<file path="src/rtl/fd_bank_ctrl_pkg.sv">
// Shared definitions for the flop-bank controller: opcodes, FSM states and pulse-width limits.
package fd_ctrl_pkg;

    typedef enum logic [1:0] {
        OP_READ   = 2'b00,
        OP_CLEAR  = 2'b01,
        OP_PRESET = 2'b10,
        OP_LOAD   = 2'b11
    } op_t;

    typedef enum logic [2:0] {
        IDLE,
        SETUP,
        PULSE,
        RECOV,
        SAMPLE,
        DONE
    } state_t;

    localparam int PW_MIN = 1;
    localparam int PW_MAX = 15;

    function automatic logic [1:0] selToOneHot(input logic sel);
        return sel ? 2'b10 : 2'b01;
    endfunction

endpackage

</file>
<file path="src/rtl/fd_bank_ctrl_if.sv">
// Requester and flop-bank signal bundle; the controller takes the slave side.
interface fd_bank_ctrl_if
    import fd_ctrl_pkg::*;
#(
    parameter int WIDTH = 8
) ();

    logic [1:0]       req;
    op_t              op0;
    op_t              op1;
    logic [WIDTH-1:0] data0;
    logic [WIDTH-1:0] data1;
    logic [1:0]       gnt;
    logic [1:0]       done;
    logic             busy;
    logic [WIDTH-1:0] rdata;
    logic [WIDTH-1:0] ff_d;
    logic             ff_clk;
    logic             ff_clr_n;
    logic             ff_set_n;
    logic [WIDTH-1:0] ff_q;

    modport slave (
        input  req, op0, op1, data0, data1, ff_q,
        output gnt, done, busy, rdata, ff_d, ff_clk, ff_clr_n, ff_set_n
    );

    modport master (
        output req, op0, op1, data0, data1, ff_q,
        input  gnt, done, busy, rdata, ff_d, ff_clk, ff_clr_n, ff_set_n
    );

endinterface

</file>
<file path="src/rtl/fd_bank_ctrl_arb.sv">
// Two-requester round-robin arbiter; priority flips to the loser on every accepted grant.
module rr_arb2 (
    input  logic       clk,
    input  logic       rst,
    input  logic [1:0] req,
    input  logic       advance,
    output logic       gnt_sel
);

    logic r_prio;

    // A lone requester always wins; on a tie the priority pointer decides.
    always_comb begin
        gnt_sel = r_prio;
        if (req == 2'b01) begin
            gnt_sel = 1'b0;
        end else if (req == 2'b10) begin
            gnt_sel = 1'b1;
        end
    end

    always_ff @(posedge clk or posedge rst) begin
        if (rst) begin
            r_prio <= 1'b0;
        end else if (advance) begin
            r_prio <= ~gnt_sel;
        end
    end

endmodule

</file>
<file path="src/rtl/fd_bank_ctrl.sv">
// Sequences clear/preset/load/read operations onto an external flop bank for two requesters.
// Every output is a register loaded from the next-state logic, so outputs line up with the state.
module fd_bank_ctrl
    import fd_ctrl_pkg::*;
#(
    parameter int WIDTH = 8,
    parameter int PW    = 3
) (
    input logic           clk,
    input logic           rst,
    fd_bank_ctrl_if.slave bus
);

    generate
        if (PW < PW_MIN || PW > PW_MAX) begin : g_pwCheck
            $error("fd_bank_ctrl: PW must lie within 1..15");
        end
    endgenerate

    localparam logic [3:0] PW_LOAD = 4'(PW - 1);

    state_t           r_state, w_stateNext;
    op_t              r_op, w_opNext;
    logic             r_sel, w_selNext;
    logic [3:0]       r_cnt, w_cntNext;
    logic [1:0]       r_gnt, w_gntNext;
    logic [1:0]       r_done, w_doneNext;
    logic             r_busy;
    logic [WIDTH-1:0] r_rdata, w_rdataNext;
    logic [WIDTH-1:0] r_ffD, w_ffDNext;
    logic             r_ffClk, w_ffClkNext;
    logic             r_ffClrN, w_ffClrNNext;
    logic             r_ffSetN, w_ffSetNNext;
    logic             w_winner;
    logic             w_advance;

    rr_arb2 u_arb (
        .clk     (clk),
        .rst     (rst),
        .req     (bus.req),
        .advance (w_advance),
        .gnt_sel (w_winner)
    );

    // Next state plus the output values that the next state must present.
    always_comb begin
        w_stateNext  = r_state;
        w_opNext     = r_op;
        w_selNext    = r_sel;
        w_cntNext    = r_cnt;
        w_gntNext    = 2'b00;
        w_doneNext   = 2'b00;
        w_rdataNext  = r_rdata;
        w_ffDNext    = r_ffD;
        w_ffClkNext  = 1'b0;
        w_ffClrNNext = 1'b1;
        w_ffSetNNext = 1'b1;
        w_advance    = 1'b0;
        case (r_state)
            IDLE: begin
                if (|bus.req) begin
                    w_advance = 1'b1;
                    w_selNext = w_winner;
                    w_opNext  = w_winner ? bus.op1 : bus.op0;
                    w_gntNext = selToOneHot(w_winner);
                    case (w_opNext)
                        OP_READ: w_stateNext = SAMPLE;
                        OP_LOAD: begin
                            w_stateNext = SETUP;
                            w_ffDNext   = w_winner ? bus.data1 : bus.data0;
                        end
                        default: begin
                            w_stateNext  = PULSE;
                            w_cntNext    = PW_LOAD;
                            w_ffClrNNext = (w_opNext != OP_CLEAR);
                            w_ffSetNNext = (w_opNext != OP_PRESET);
                        end
                    endcase
                end
            end
            SETUP: begin
                w_stateNext = PULSE;
                w_cntNext   = PW_LOAD;
                w_ffClkNext = 1'b1;
            end
            PULSE: begin
                if (r_cnt == 4'd0) begin
                    w_stateNext = RECOV;
                end else begin
                    w_cntNext    = r_cnt - 4'd1;
                    w_ffClkNext  = (r_op == OP_LOAD);
                    w_ffClrNNext = (r_op != OP_CLEAR);
                    w_ffSetNNext = (r_op != OP_PRESET);
                end
            end
            RECOV: begin
                w_stateNext = DONE;
                w_doneNext  = selToOneHot(r_sel);
            end
            SAMPLE: begin
                w_stateNext = DONE;
                w_rdataNext = bus.ff_q;
                w_doneNext  = selToOneHot(r_sel);
            end
            DONE:    w_stateNext = IDLE;
            default: w_stateNext = IDLE;
        endcase
    end

    // Reset holds the bank clear and aborts any operation without a done pulse.
    always_ff @(posedge clk or posedge rst) begin
        if (rst) begin
            r_state  <= IDLE;
            r_op     <= OP_READ;
            r_sel    <= 1'b0;
            r_cnt    <= 4'd0;
            r_gnt    <= 2'b00;
            r_done   <= 2'b00;
            r_busy   <= 1'b0;
            r_rdata  <= '0;
            r_ffD    <= '0;
            r_ffClk  <= 1'b0;
            r_ffClrN <= 1'b0;
            r_ffSetN <= 1'b1;
        end else begin
            r_state  <= w_stateNext;
            r_op     <= w_opNext;
            r_sel    <= w_selNext;
            r_cnt    <= w_cntNext;
            r_gnt    <= w_gntNext;
            r_done   <= w_doneNext;
            r_busy   <= (w_stateNext != IDLE);
            r_rdata  <= w_rdataNext;
            r_ffD    <= w_ffDNext;
            r_ffClk  <= w_ffClkNext;
            r_ffClrN <= w_ffClrNNext;
            r_ffSetN <= w_ffSetNNext;
        end
    end

    assign bus.gnt      = r_gnt;
    assign bus.done     = r_done;
    assign bus.busy     = r_busy;
    assign bus.rdata    = r_rdata;
    assign bus.ff_d     = r_ffD;
    assign bus.ff_clk   = r_ffClk;
    assign bus.ff_clr_n = r_ffClrN;
    assign bus.ff_set_n = r_ffSetN;

endmodule
</file>
<file path="src/flat_wrapper.sv">
// flat-port wrapper written by rule: the top's interface ports become plain ports
module fd_bank_ctrl_flat import fd_ctrl_pkg::*;
#(
    parameter int WIDTH = 8,
    parameter int PW    = 3
)
  (clk, rst, bus_req, bus_op0, bus_op1, bus_data0, bus_data1, bus_ff_q, bus_gnt, bus_done, bus_busy, bus_rdata, bus_ff_d, bus_ff_clk, bus_ff_clr_n, bus_ff_set_n);
  fd_bank_ctrl_if #(.WIDTH(WIDTH)) bus_i ();
  input logic clk;
  input logic rst;
  input wire logic [$bits(bus_i.req)-1:0] bus_req;
  input wire logic [$bits(bus_i.op0)-1:0] bus_op0;
  input wire logic [$bits(bus_i.op1)-1:0] bus_op1;
  input wire logic [$bits(bus_i.data0)-1:0] bus_data0;
  input wire logic [$bits(bus_i.data1)-1:0] bus_data1;
  input wire logic [$bits(bus_i.ff_q)-1:0] bus_ff_q;
  output wire logic [$bits(bus_i.gnt)-1:0] bus_gnt;
  output wire logic [$bits(bus_i.done)-1:0] bus_done;
  output wire logic [$bits(bus_i.busy)-1:0] bus_busy;
  output wire logic [$bits(bus_i.rdata)-1:0] bus_rdata;
  output wire logic [$bits(bus_i.ff_d)-1:0] bus_ff_d;
  output wire logic [$bits(bus_i.ff_clk)-1:0] bus_ff_clk;
  output wire logic [$bits(bus_i.ff_clr_n)-1:0] bus_ff_clr_n;
  output wire logic [$bits(bus_i.ff_set_n)-1:0] bus_ff_set_n;
  assign bus_i.req = bus_req;
  assign bus_i.op0 = bus_op0;
  assign bus_i.op1 = bus_op1;
  assign bus_i.data0 = bus_data0;
  assign bus_i.data1 = bus_data1;
  assign bus_i.ff_q = bus_ff_q;
  assign bus_gnt = bus_i.gnt;
  assign bus_done = bus_i.done;
  assign bus_busy = bus_i.busy;
  assign bus_rdata = bus_i.rdata;
  assign bus_ff_d = bus_i.ff_d;
  assign bus_ff_clk = bus_i.ff_clk;
  assign bus_ff_clr_n = bus_i.ff_clr_n;
  assign bus_ff_set_n = bus_i.ff_set_n;
  fd_bank_ctrl #(.WIDTH(WIDTH), .PW(PW)) u_core (.clk(clk), .rst(rst), .bus(bus_i));
endmodule
</file>
<file path="config.mk">
export PLATFORM = sky130hd
export DESIGN_NAME = fd_bank_ctrl_flat
export DESIGN_NICKNAME = d
export VERILOG_FILES = /design/src/rtl/fd_bank_ctrl_pkg.sv /design/src/rtl/fd_bank_ctrl_if.sv /design/src/rtl/fd_bank_ctrl_arb.sv /design/src/rtl/fd_bank_ctrl.sv /design/src/flat_wrapper.sv
export SDC_FILE = /design/constraint.sdc
export NUM_CORES = 1
export LEC_CHECK = 0
export ABC_AREA = 1
export ABC_CLOCK_PERIOD_IN_PS = 4450
export CORE_UTILIZATION = 49
export DETAILED_ROUTE_END_ITERATION = 10
export PLACE_DENSITY = 0.82
export SLEW_MARGIN = 10
export SYNTH_ARGS = -nofsm -noshare
export SYNTH_HDL_FRONTEND = slang
export SYNTH_SLANG_ARGS = --single-unit
</file>
<file path="constraint.sdc">
create_clock -name clk -period 4.45 [get_ports clk]
set_input_delay 0.445 -clock clk [delete_from_list [all_inputs] [get_ports clk]]
set_output_delay 0.445 -clock clk [all_outputs]
set_load 0.005 [all_outputs]
</file>
==> impl_metrics.csv, run 1 <==
group,metric,value,unit
logic_synthesis,synth_compound_area_share,4.84,%
clock_network,clock_tree.root_cell,"clkbuf_4",
die,die_width,60.6,um
clock_network,clock_latency,0.33,ns
logic_synthesis,synth_async_sr_flop_share,100,%
cells_and_area,multi_input_area,703,um^2
die,rows,20,
cells_and_area,seq_area,877,um^2
sta,tns,0,ns
pwr,finalPower,1.43,mW
routing,wl_per_cell,10.9,um
global_route,overflow,0,
sta,finalHoldViolCount,0,
sta,whs,0.422,ns
routing,vias,1421,
die,ios,56,
sta,rsz0062_at_grt,"no",
min_path,min_path_type,"register to register",
sta,timing.slew.headroom,71.6,%
die,die_area,3670,um^2
placement,dp_hpwl,2.62,mm
clock_network,cts_tree,"yes",
logic_synthesis,ys_seq_area_share,52.2,%
setup_path,max_stage_delay,0.45,ns
routing,viasPerCell,4.72,
clock_network,clk_pin_slew,0.10,ns
global_route,antenna_found_initial,0,
setup_path,crit_family,"simple AND/OR/NAND/NOR gates",
pwr,ir_worst_vdd,334,uV
pwr,internal_power,0.895,mW
cells_and_area,drive_gt1_share,11.7,%
routing,drt_iter0_drc,27,
logic_synthesis,ys_types,22,
setup_path,crit_chain,"clkdlybuf4s50_1 -> or2_1 -> nand2_2 -> inv_2 -> nand2_1 -> nand2_1 -> inv_1 -> ha_1 -> inv_1 -> o21ai_0 -> nand3_1 -> nand2_1 -> nand2_1 -> o21ai_0",
setup_path,worst-path-buf-inv,4,
sta,drv_slew,0,
pwr,clock_power_share,11.9,%
setup_path,slowest_stage,"clkdlybuf4s50_1",
sta,timing.final.crit_share,53.1,%
cells_and_area,syn2layout_area_growth,39.1,%
sta,setup_violations,0,
logic_synthesis,synthTopCellsByArea,"dfrtp_1 51%, nand2_1 18%, mux2_2 4.7%",
logic_synthesis,synth_fa_ha_area_share,3.72,%
logic_synthesis,synth_most_common_cell,"nand2_1",
setup_path,worstSetupPathType,"input port to register",
clock_network,h-tree-depth,2,
min_path,hold_end,"u_core.bus.done[0]$_DFF_PP0_",
logic_synthesis,syn_inst,195,
min_path,worstHoldPathCells,1,
logic_synthesis,syn_area,1680,um^2
logic_synthesis,yosys.area_share.xor_xnor,0,%
global_route,grt_pass1_vias,1298,
setup_path,reg2reg_slack,2.27,ns
logic_synthesis,syn_avg_cell_area,8.62,um^2
routing,drc_errors,0,
setup_path,worstSetupStartpointType,"input port",
logic_synthesis,synth.top_cell.area_share,50.6,%
routing,drt_pass1_iterations,4,
logic_synthesis,synthMuxAreaShare,5.36,%
setup_path,r2r_end,"u_core.r_cnt[2]$_DFFE_PP0P_",
setup_path,critical_path_peak_fanout,14,
cells_and_area,fin_nets,294,
pwr,p_switching,0.534,mW
setup_path,rr_worst_depth,13,
setup_path,critPathMostFrequentCell,"nand2_1",
pwr,pwr-share-seq,39.3,%
die,placeableCoreArea,3150,um^2
clock_network,clock-sinks,35,
clock_network,clk_path_buf_depth,2,
clock_network,post_cts_buffers,0,
sta,fin_crit,2.36,ns
global_route,track_usage,20.9,%
routing,totalWireLength,3.27,mm
logic_synthesis,synth_edf_count,0,
logic_synthesis,synth_common_cells,"82 x nand2_1, 34 x dfrtp_1, 19 x inv_1, 12 x nor2_1",
outcome,status,"complete, no violations",
setup_path,r2r-start,"u_core.u_arb.r_prio$_DFFE_PP0P_",
pwr,combPwrFrac,48.7,%
sta,fin_worst_skew,0.00834,ns
pwr,p_sw_share,37.4,%
logic_synthesis,synth_simple_gate_area_share,27.9,%
placement,io_buffers,55,
logic_synthesis,synth_seq_cells,35,
global_route,grt_max_degree,36,
clock_network,ctsResizeCount,0,
job,maxCapViolations,0,
pwr,power_density,611,nW/um^2
clock_network,cts_hold_buf,0,
logic_synthesis,synth_fp_nets,232,
die,start_util,53.3,%
routing,antenna_left,0,
min_path,hold_path_startpoint,"u_core.r_sel$_DFFE_PP0P_",
global_route,grt_pass1_wl,5.56,mm
setup_path,crit_cells,14,
clock_network,numCtsBuffers,5,
pwr,power.leakage,1.17,nW
cells_and_area,diodes,0,
setup_path,crit_required,4.66,ns
logic_synthesis,ys.flop_type,"dfrtp_1",
die,die_h,60.6,um
cells_and_area,num-fill-cells,257,
logic_synthesis,synth_top_family_by_area,"simple AND/OR/NAND/NOR gates",
logic_synthesis,synth_warnings,0,
sta,worst_pin_slew,0.426,ns
sta,fmax,423,MHz
setup_path,crit_arrival,2.58,ns
setup_path,endpoint_kind,"register",
placement,gp_congestion,0.801,
logic_synthesis,synth_area_leader_cell,"dfrtp_1",
state kept, by name, indices dropped and copies added (netlist names):
register and flops:
u_core.u_arb.r_prio 1, u_core.r_op 2, u_core.bus.ff_clk 1, u_core.bus.busy 1, u_core.bus.ff_set_n 1, u_core.r_state 3
u_core.bus.ff_d 8, u_core.r_sel 1, u_core.bus.rdata 8, u_core.r_cnt 4, u_core.bus.done 2, u_core.bus.ff_clr_n 1
u_core.bus.gnt 2
worst max-delay path by stage:
stage,from,end
floorplan,bus_req[1],u_core.r_cnt[2]$_DFFE_PP0P_
global placement,bus_req[1],u_core.r_cnt[0]$_DFFE_PP0P_
detailed placement,bus_req[1],u_core.r_cnt[1]$_DFFE_PP0P_
finish,bus_req[1],u_core.r_cnt[2]$_DFFE_PP0P_
global route,bus_req[1],u_core.r_cnt[1]$_DFFE_PP0P_
CTS,bus_req[1],u_core.r_cnt[2]$_DFFE_PP0P_
area by class of cell:
| class | instances | share of cell area, % |
|---|---|---|
| tap | 44 | 2.35 |
| multi-input combinational | 135 | 30.1 |
| inverter | 24 | 3.85 |
| clock inverter | 1 | 0.214 |
| timing repair buffer | 56 | 23.9 |
| clock buffer | 6 | 2.19 |
| sequential | 35 | 37.5 |
kinds of logic after synthesis:
logic type	Yosys count
compound gates	14
mux	8
fa+ha+maj	5
simple gates	108
flops	35
buf+inv	25
cell usage in the layout (no fill, tap or decap):
master and count:
nand2_1 82, clkdlybuf4s50_1 55, dfrtp_1 34, inv_1 19, nor2_1 12, o21ai_0 7
mux2_2 7, inv_2 5, ha_1 5, clkbuf_4 5, nand3_1 4, a21oi_1 4
nand2_2 3, nor2_4 2, o21ai_2 2, or2_1 1, nand3_4 1, nor2_8 1
nand4_1 1, nor3_1 1, o32ai_1 1, mux2_1 1, clkbuf_8 1, clkinv_2 1
buf_4 1, dfstp_2 1
worst reg2reg max path: stages, from the launching register on:
cell,delay [ns]
dfrtp_1,0.40
or2_1,0.22
nand2_2,0.22
inv_2,0.14
nand2_1,0.08
nand2_1,0.10
inv_1,0.10
ha_1,0.23
inv_1,0.05
o21ai_0,0.11
nand3_1,0.09
nand2_1,0.15
nand2_1,0.09
o21ai_0,0.07
metrics by stage:
stage | instance area (um^2) | setup WS, ns | util, % | cells
final | 2340 | 2.09 | 74.2 | 301
after global routing | 2340 | 1.82 | 74.2 | 301
after global placement | 2280 | 1.80 | 72.4 | 294
after detailed placement | 2280 | 1.73 | 72.4 | 294
after CTS | 2340 | 2.08 | 74.2 | 301
after floorplan | 1680 | 2.57 | - | 195
power by group through the flow:
stage | Combinational (mW) | Clock (mW) | Sequential [mW]
final | 0.697 | 0.171 | 0.562
after global routing | 0.802 | 0.189 | 0.582
after global placement | 0.680 | 0 | 0.562
after detailed placement | 0.704 | 0 | 0.570
after CTS | 0.706 | 0.175 | 0.563
after floorplan | 0.394 | 0 | 0.567
layer usage:
layer  part of all wire [%]  GRT usage [%]
met5                      0              0
met2                     49           33.9
met1                     44           26.8
met3                    5.6           4.90
met4                    1.8           9.09
(Power assumes the default switching activity.)
==> run 2: changes to the inputs <==
ABC_CLOCK_PERIOD_IN_PS = 2000   (was 4450)
CORE_UTILIZATION = 41   (was 49)
PLACE_DENSITY = 0.73   (was 0.82)
clock period = 2 ns   (was 4.45 ns; I/O delays follow)
==> impl_metrics.csv, run 2 (synthesized netlist as in run 1, its figures left out) <==
group,metric,value,unit
routing,viasPerCell,4.61,
clock_network,cts_hold_buf,0,
die,ios,56,
clock_network,clock_latency,0.28,ns
min_path,min_path_type,"input port to asynchronous set/reset pin",
die,die_h,66.0,um
placement,dpl_cell_area,2330,um^2
global_route,grt_max_degree,36,
pwr,p_sw_share,36.2,%
routing,wl_per_cell,11.0,um
routing,met2_length,1.65,mm
pwr,combPwrFrac,48.3,%
sta,setup_violations,0,
global_route,antenna_found_initial,0,
routing,drc_errors,0,
sta,fin_worst_skew,0.00291,ns
placement,gp_congestion,0.835,
setup_path,crit_required,2.16,ns
pwr,ir_worst_vdd,630,uV
placement,dp_cells,304,
setup_path,critical_path_peak_fanout,8,
setup_path,critPathMostFrequentCell,"nand2_1",
routing,drt_pass1_iterations,6,
pwr,pwr-share-seq,37.0,%
pwr,power_density,1390,nW/um^2
sta,timing.slew.headroom,71.9,%
sta,fin_crit,1.88,ns
outcome,status,"complete, no violations",
global_route,grt_pass1_vias,1365,
routing,wl_met1,1.48,mm
setup_path,rr_worst_depth,12,
clock_network,ctsResizeCount,0,
clock_network,clock_tree.root_cell,"clkbuf_8",
setup_path,slowest_stage,"clkdlybuf4s50_1",
cells_and_area,fin_util,64.1,%
placement,io_buffers,55,
clock_network,clk_pin_slew,0.06,ns
sta,final.setup.worst_slack,0.123,ns
cells_and_area,layout_commonest_cell,"nand2_1",
die,die_area,4360,um^2
setup_path,endpoint_kind,"register",
die,rows,22,
cells_and_area,seq_area,877,um^2
sta,drv_slew,0,
routing,vias,1435,
cells_and_area,fin_area,2440,um^2
clock_network,post_cts_buffers,0,
setup_path,worstSetupPathType,"input port to register",
clock_network,h-tree-depth,2,
die,die_width,66.0,um
cells_and_area,num-fill-cells,336,
global_route,track_usage,18.2,%
global_route,overflow,0,
sta,timing.final.crit_share,93.9,%
die,start_util,44.3,%
pwr,p_switching,1.22,mW
die,placeableCoreArea,3800,um^2
sta,finalHoldViolCount,0,
cells_and_area,multi_input_area,718,um^2
setup_path,worstSetupStartpointType,"input port",
routing,dr_wl_met3,214,um
placement,place_ws,-0.226,ns
setup_path,crit_chain,"clkdlybuf4s50_1 -> or2_4 -> nand2_4 -> nand2_1 -> nand2_1 -> inv_1 -> ha_1 -> inv_1 -> o21ai_0 -> nand3_1 -> nand2_4 -> nand2_1 -> o21ai_0",
routing,top_layer,"met4",
setup_path,worst-path-buf-inv,3,
cells_and_area,syn2layout_area_growth,44.9,%
clock_network,clk_path_buf_depth,2,
setup_path,crit_family,"simple AND/OR/NAND/NOR gates",
sta,whs,0.316,ns
cells_and_area,drive_gt1_share,14.4,%
routing,drt_iter0_drc,88,
job,maxCapViolations,0,
setup_path,r2r_end,"u_core.r_cnt[2]$_DFFE_PP0P_",
setup_path,max_stage_delay,0.47,ns
cells_and_area,fin_nets,300,
cells_and_area,stdcell_count,311,
global_route,grt_pass1_wl,5.93,mm
pwr,finalPower,3.38,mW
sta,worst_pin_slew,0.422,ns
sta,rsz0062_at_grt,"no",
pwr,internal_power,2.16,mW
placement,dp_hpwl,2.61,mm
sta,tns,0,ns
setup_path,crit_arrival,2.04,ns
cells_and_area,final_cell_mix,"81 x nand2_1, 55 x clkdlybuf4s50_1, 34 x dfrtp_1",
setup_path,r2r-start,"u_core.u_arb.r_prio$_DFFE_PP0P_",
routing,antenna_left,0,
cells_and_area,diodes,0,
clock_network,numCtsBuffers,5,
clock_network,clock-sinks,35,
routing,totalWireLength,3.41,mm
pwr,clock_power_share,14.7,%
sta,fmax,533,MHz
setup_path,reg2reg_slack,0.16,ns
clock_network,cts_tree,"yes",
pwr,power.leakage,1.22,nW
run 2: worst min-delay path, delay by kind of cell:
family   cells  cell delay, ns
buf+inv      3            0.81
run 2: area by class of cell:
cell class	count	share of cell area, %
multi-input combinational	135	29.5
sequential	35	36.0
timing repair buffer	62	24.8
clock inverter	1	0.205
tap	48	2.47
clock buffer	6	3.39
inverter	24	3.70
run 2: worst max path at each step:
stage / end / depth (start not counted) / from
floorplan: u_core.r_cnt[2]$_DFFE_PP0P_ / 13 / u_core.u_arb.r_prio$_DFFE_PP0P_
global placement: u_core.r_cnt[3]$_DFFE_PP0P_ / 13 / bus_req[1]
detailed placement: u_core.r_cnt[1]$_DFFE_PP0P_ / 13 / bus_req[1]
CTS: u_core.r_cnt[1]$_DFFE_PP0P_ / 13 / bus_req[1]
global route: u_core.r_cnt[2]$_DFFE_PP0P_ / 13 / bus_req[1]
finish: u_core.r_cnt[2]$_DFFE_PP0P_ / 13 / bus_req[1]
run 2: power groups by stage:
stage                     Clock [mW]  Sequential (mW)  Combinational [mW]
after floorplan                    0             1.26               0.877
after global placement             0             1.25                1.58
after detailed placement           0             1.26                1.61
after CTS                      0.511             1.25                1.62
after global routing           0.547             1.30                1.87
final                          0.496             1.25                1.63
run 2: layer usage:
layer,up-vias,global-route usage (%)
li1,734,-
met1,643,21.8
met2,52,29.7
met3,6,6.03
met4,0,7.98
met5,-,0
==> run 3: changes to the inputs <==
ABC_CLOCK_PERIOD_IN_PS = 1580   (was 2000)
clock period = 1.58 ns   (was 2 ns; I/O delays follow)
==> impl_metrics.csv, run 3 (synthesized netlist as in run 1, its figures left out) <==
group,metric,value,unit
setup_path,worstSetupStartpointType,"register",
setup_path,worstSetupPathType,"register to register",
routing,vias,1447,
placement,dpl_cell_area,2400,um^2
setup_path,crit_arrival,1.98,ns
placement,dp_cells,308,
clock_network,clock_latency,0.29,ns
clock_network,cts_hold_buf,0,
pwr,power.leakage,1.28,nW
cells_and_area,diodes,0,
cells_and_area,seq_area,877,um^2
placement,dp_hpwl,2.66,mm
clock_network,numCtsBuffers,5,
pwr,ir_worst_vdd,740,uV
routing,antenna_left,0,
placement,gp_congestion,0.813,
sta,fmax,566,MHz
die,die_area,4360,um^2
die,ios,56,
global_route,grt_max_degree,36,
sta,final.setup.worst_slack,-0.188,ns
cells_and_area,drive_gt1_share,22.4,%
cells_and_area,stdcell_count,320,
sta,whs,0.211,ns
sta,fin_crit,1.77,ns
setup_path,critical_path_peak_fanout,8,
die,rows,22,
global_route,grt_pass1_wl,5.82,mm
global_route,grt_pass1_vias,1306,
global_route,track_usage,18.3,%
routing,drc_errors,0,
sta,finalHoldViolCount,0,
die,placeableCoreArea,3800,um^2
global_route,antenna_found_initial,0,
cells_and_area,num-fill-cells,311,
pwr,power_density,1770,nW/um^2
routing,totalWireLength,3.52,mm
outcome,status,"finished, violations left",
sta,timing.slew.headroom,82.2,%
sta,drv_slew,0,
routing,wl_per_cell,11.0,um
die,die_h,66.0,um
sta,rsz0062_at_grt,"yes",
placement,io_buffers,55,
die,die_width,66.0,um
cells_and_area,fin_nets,308,
cells_and_area,multi_input_area,782,um^2
routing,drt_iter0_drc,56,
outcome,violations,"setup timing",
cells_and_area,final_cell_mix,"76 x nand2_1, 55 x clkdlybuf4s50_1, 34 x dfrtp_1",
sta,setup_violations,17,
setup_path,rr_worst_depth,12,
clock_network,cts_tree,"yes",
min_path,min_path_type,"input port to asynchronous set/reset pin",
sta,worst_pin_slew,0.266,ns
die,start_util,44.3,%
routing,viasPerCell,4.52,
sta,timing.final.crit_share,112,%
clock_network,clock-sinks,35,
cells_and_area,fin_area,2600,um^2
setup_path,crit_required,1.79,ns
clock_network,clk_path_buf_depth,2,
job,maxCapViolations,0,
cells_and_area,layout_commonest_cell,"nand2_1",
setup_path,endpoint_kind,"register",
clock_network,clk_pin_slew,0.07,ns
clock_network,h-tree-depth,2,
sta,tns,-2.17,ns
global_route,overflow,0,
routing,drt_pass1_iterations,4,
sta,fin_worst_skew,0.000980,ns
clock_network,clock_tree.root_cell,"clkbuf_8",
cells_and_area,syn2layout_area_growth,54.8,%
run 3: changes by cell type in the layout (fill, tap and decap cells not counted), moves of 2 or more:
cell	previous run	this run
o21ai_0	6	2
buf_4	7	12
buf_6	0	2
nand2_1	81	76
o21ai_4	0	2
inv_1	19	16
ha_1	5	3
nand2_2	2	7
inv_4	0	3
run 3: final cells by class:
class,count,share of cell area [%]
inverter,24,3.75
tap,48,2.31
multi-input combinational,135,30.0
clock inverter,1,0.288
timing repair buffer,70,26.2
clock buffer,7,3.70
sequential,35,33.7
run 3: repair_timing:
action | 4_1_cts | 5_1_grt
setup buffers | 2 | 2
setup endpoints to repair | 17 | 17
pin swaps | 9 | 6
gates cloned | 0 | 0
gates resized for setup | 4 | 13
run 3: worst paths after layout:
| check | start | endpoint | slack, ns |
|---|---|---|---|
| setup / recovery | u_core.u_arb.r_prio$_DFFE_PP0P_ | u_core.r_cnt[3]$_DFFE_PP0P_ | -0.19 |
| hold / removal | rst | u_core.bus.rdata[0]$_DFFE_PP0N_ | 0.21 |
| setup reg to reg | u_core.u_arb.r_prio$_DFFE_PP0P_ | u_core.r_cnt[3]$_DFFE_PP0P_ | -0.19 |
| hold reg to reg | u_core.r_sel$_DFFE_PP0P_ | u_core.bus.done[0]$_DFF_PP0_ | 0.43 |
| max in group asynchronous | rst | u_core.bus.ff_set_n$_DFF_PP1_ | 1.13 |
| min in group clk | u_core.r_sel$_DFFE_PP0P_ | u_core.bus.done[0]$_DFF_PP0_ | 0.43 |
run 3: critical path: stages, from the launching register on:
cell and delay, ns:
dfrtp_1 0.39, or2_1 0.26, nand2_4 0.13, nand2_2 0.06, nand2_2 0.08, inv_2 0.06
ha_4 0.27, inv_4 0.03, o21ai_4 0.05, nand3_2 0.11, nand2_4 0.12, nand2_1 0.06
o21ai_1 0.07
run 3: stage by stage:
step / total power, mW / utilization [%] / setup WS (ns)
6_report: 4.62 / 68.5 / -0.188
3_5_place_dp: 3.75 / 63.2 / -0.475
4_1_cts: 4.53 / 66.8 / -0.191
3_3_place_gp: 3.69 / 63.2 / -0.413
5_1_grt: 5.04 / 68.5 / -0.265
2_1_floorplan: 2.77 / - / -0.102
run 3: power by group:
| part | total, mW | internal (mW) | switching, mW |
|---|---|---|---|
| clock network | 0.711 | 0.396 | 0.315 |
| registers | 1.60 | 1.32 | 0.277 |
| logic | 2.31 | 1.22 | 1.10 |
run 3: metal layers:
layer	wire, um	vias up	track usage, %
met2	1700	43	29.8
li1	-	755	-
met4	63	0	7.98
met1	1570	642	22.4
met5	0	-	0
met3	188	7	5.34
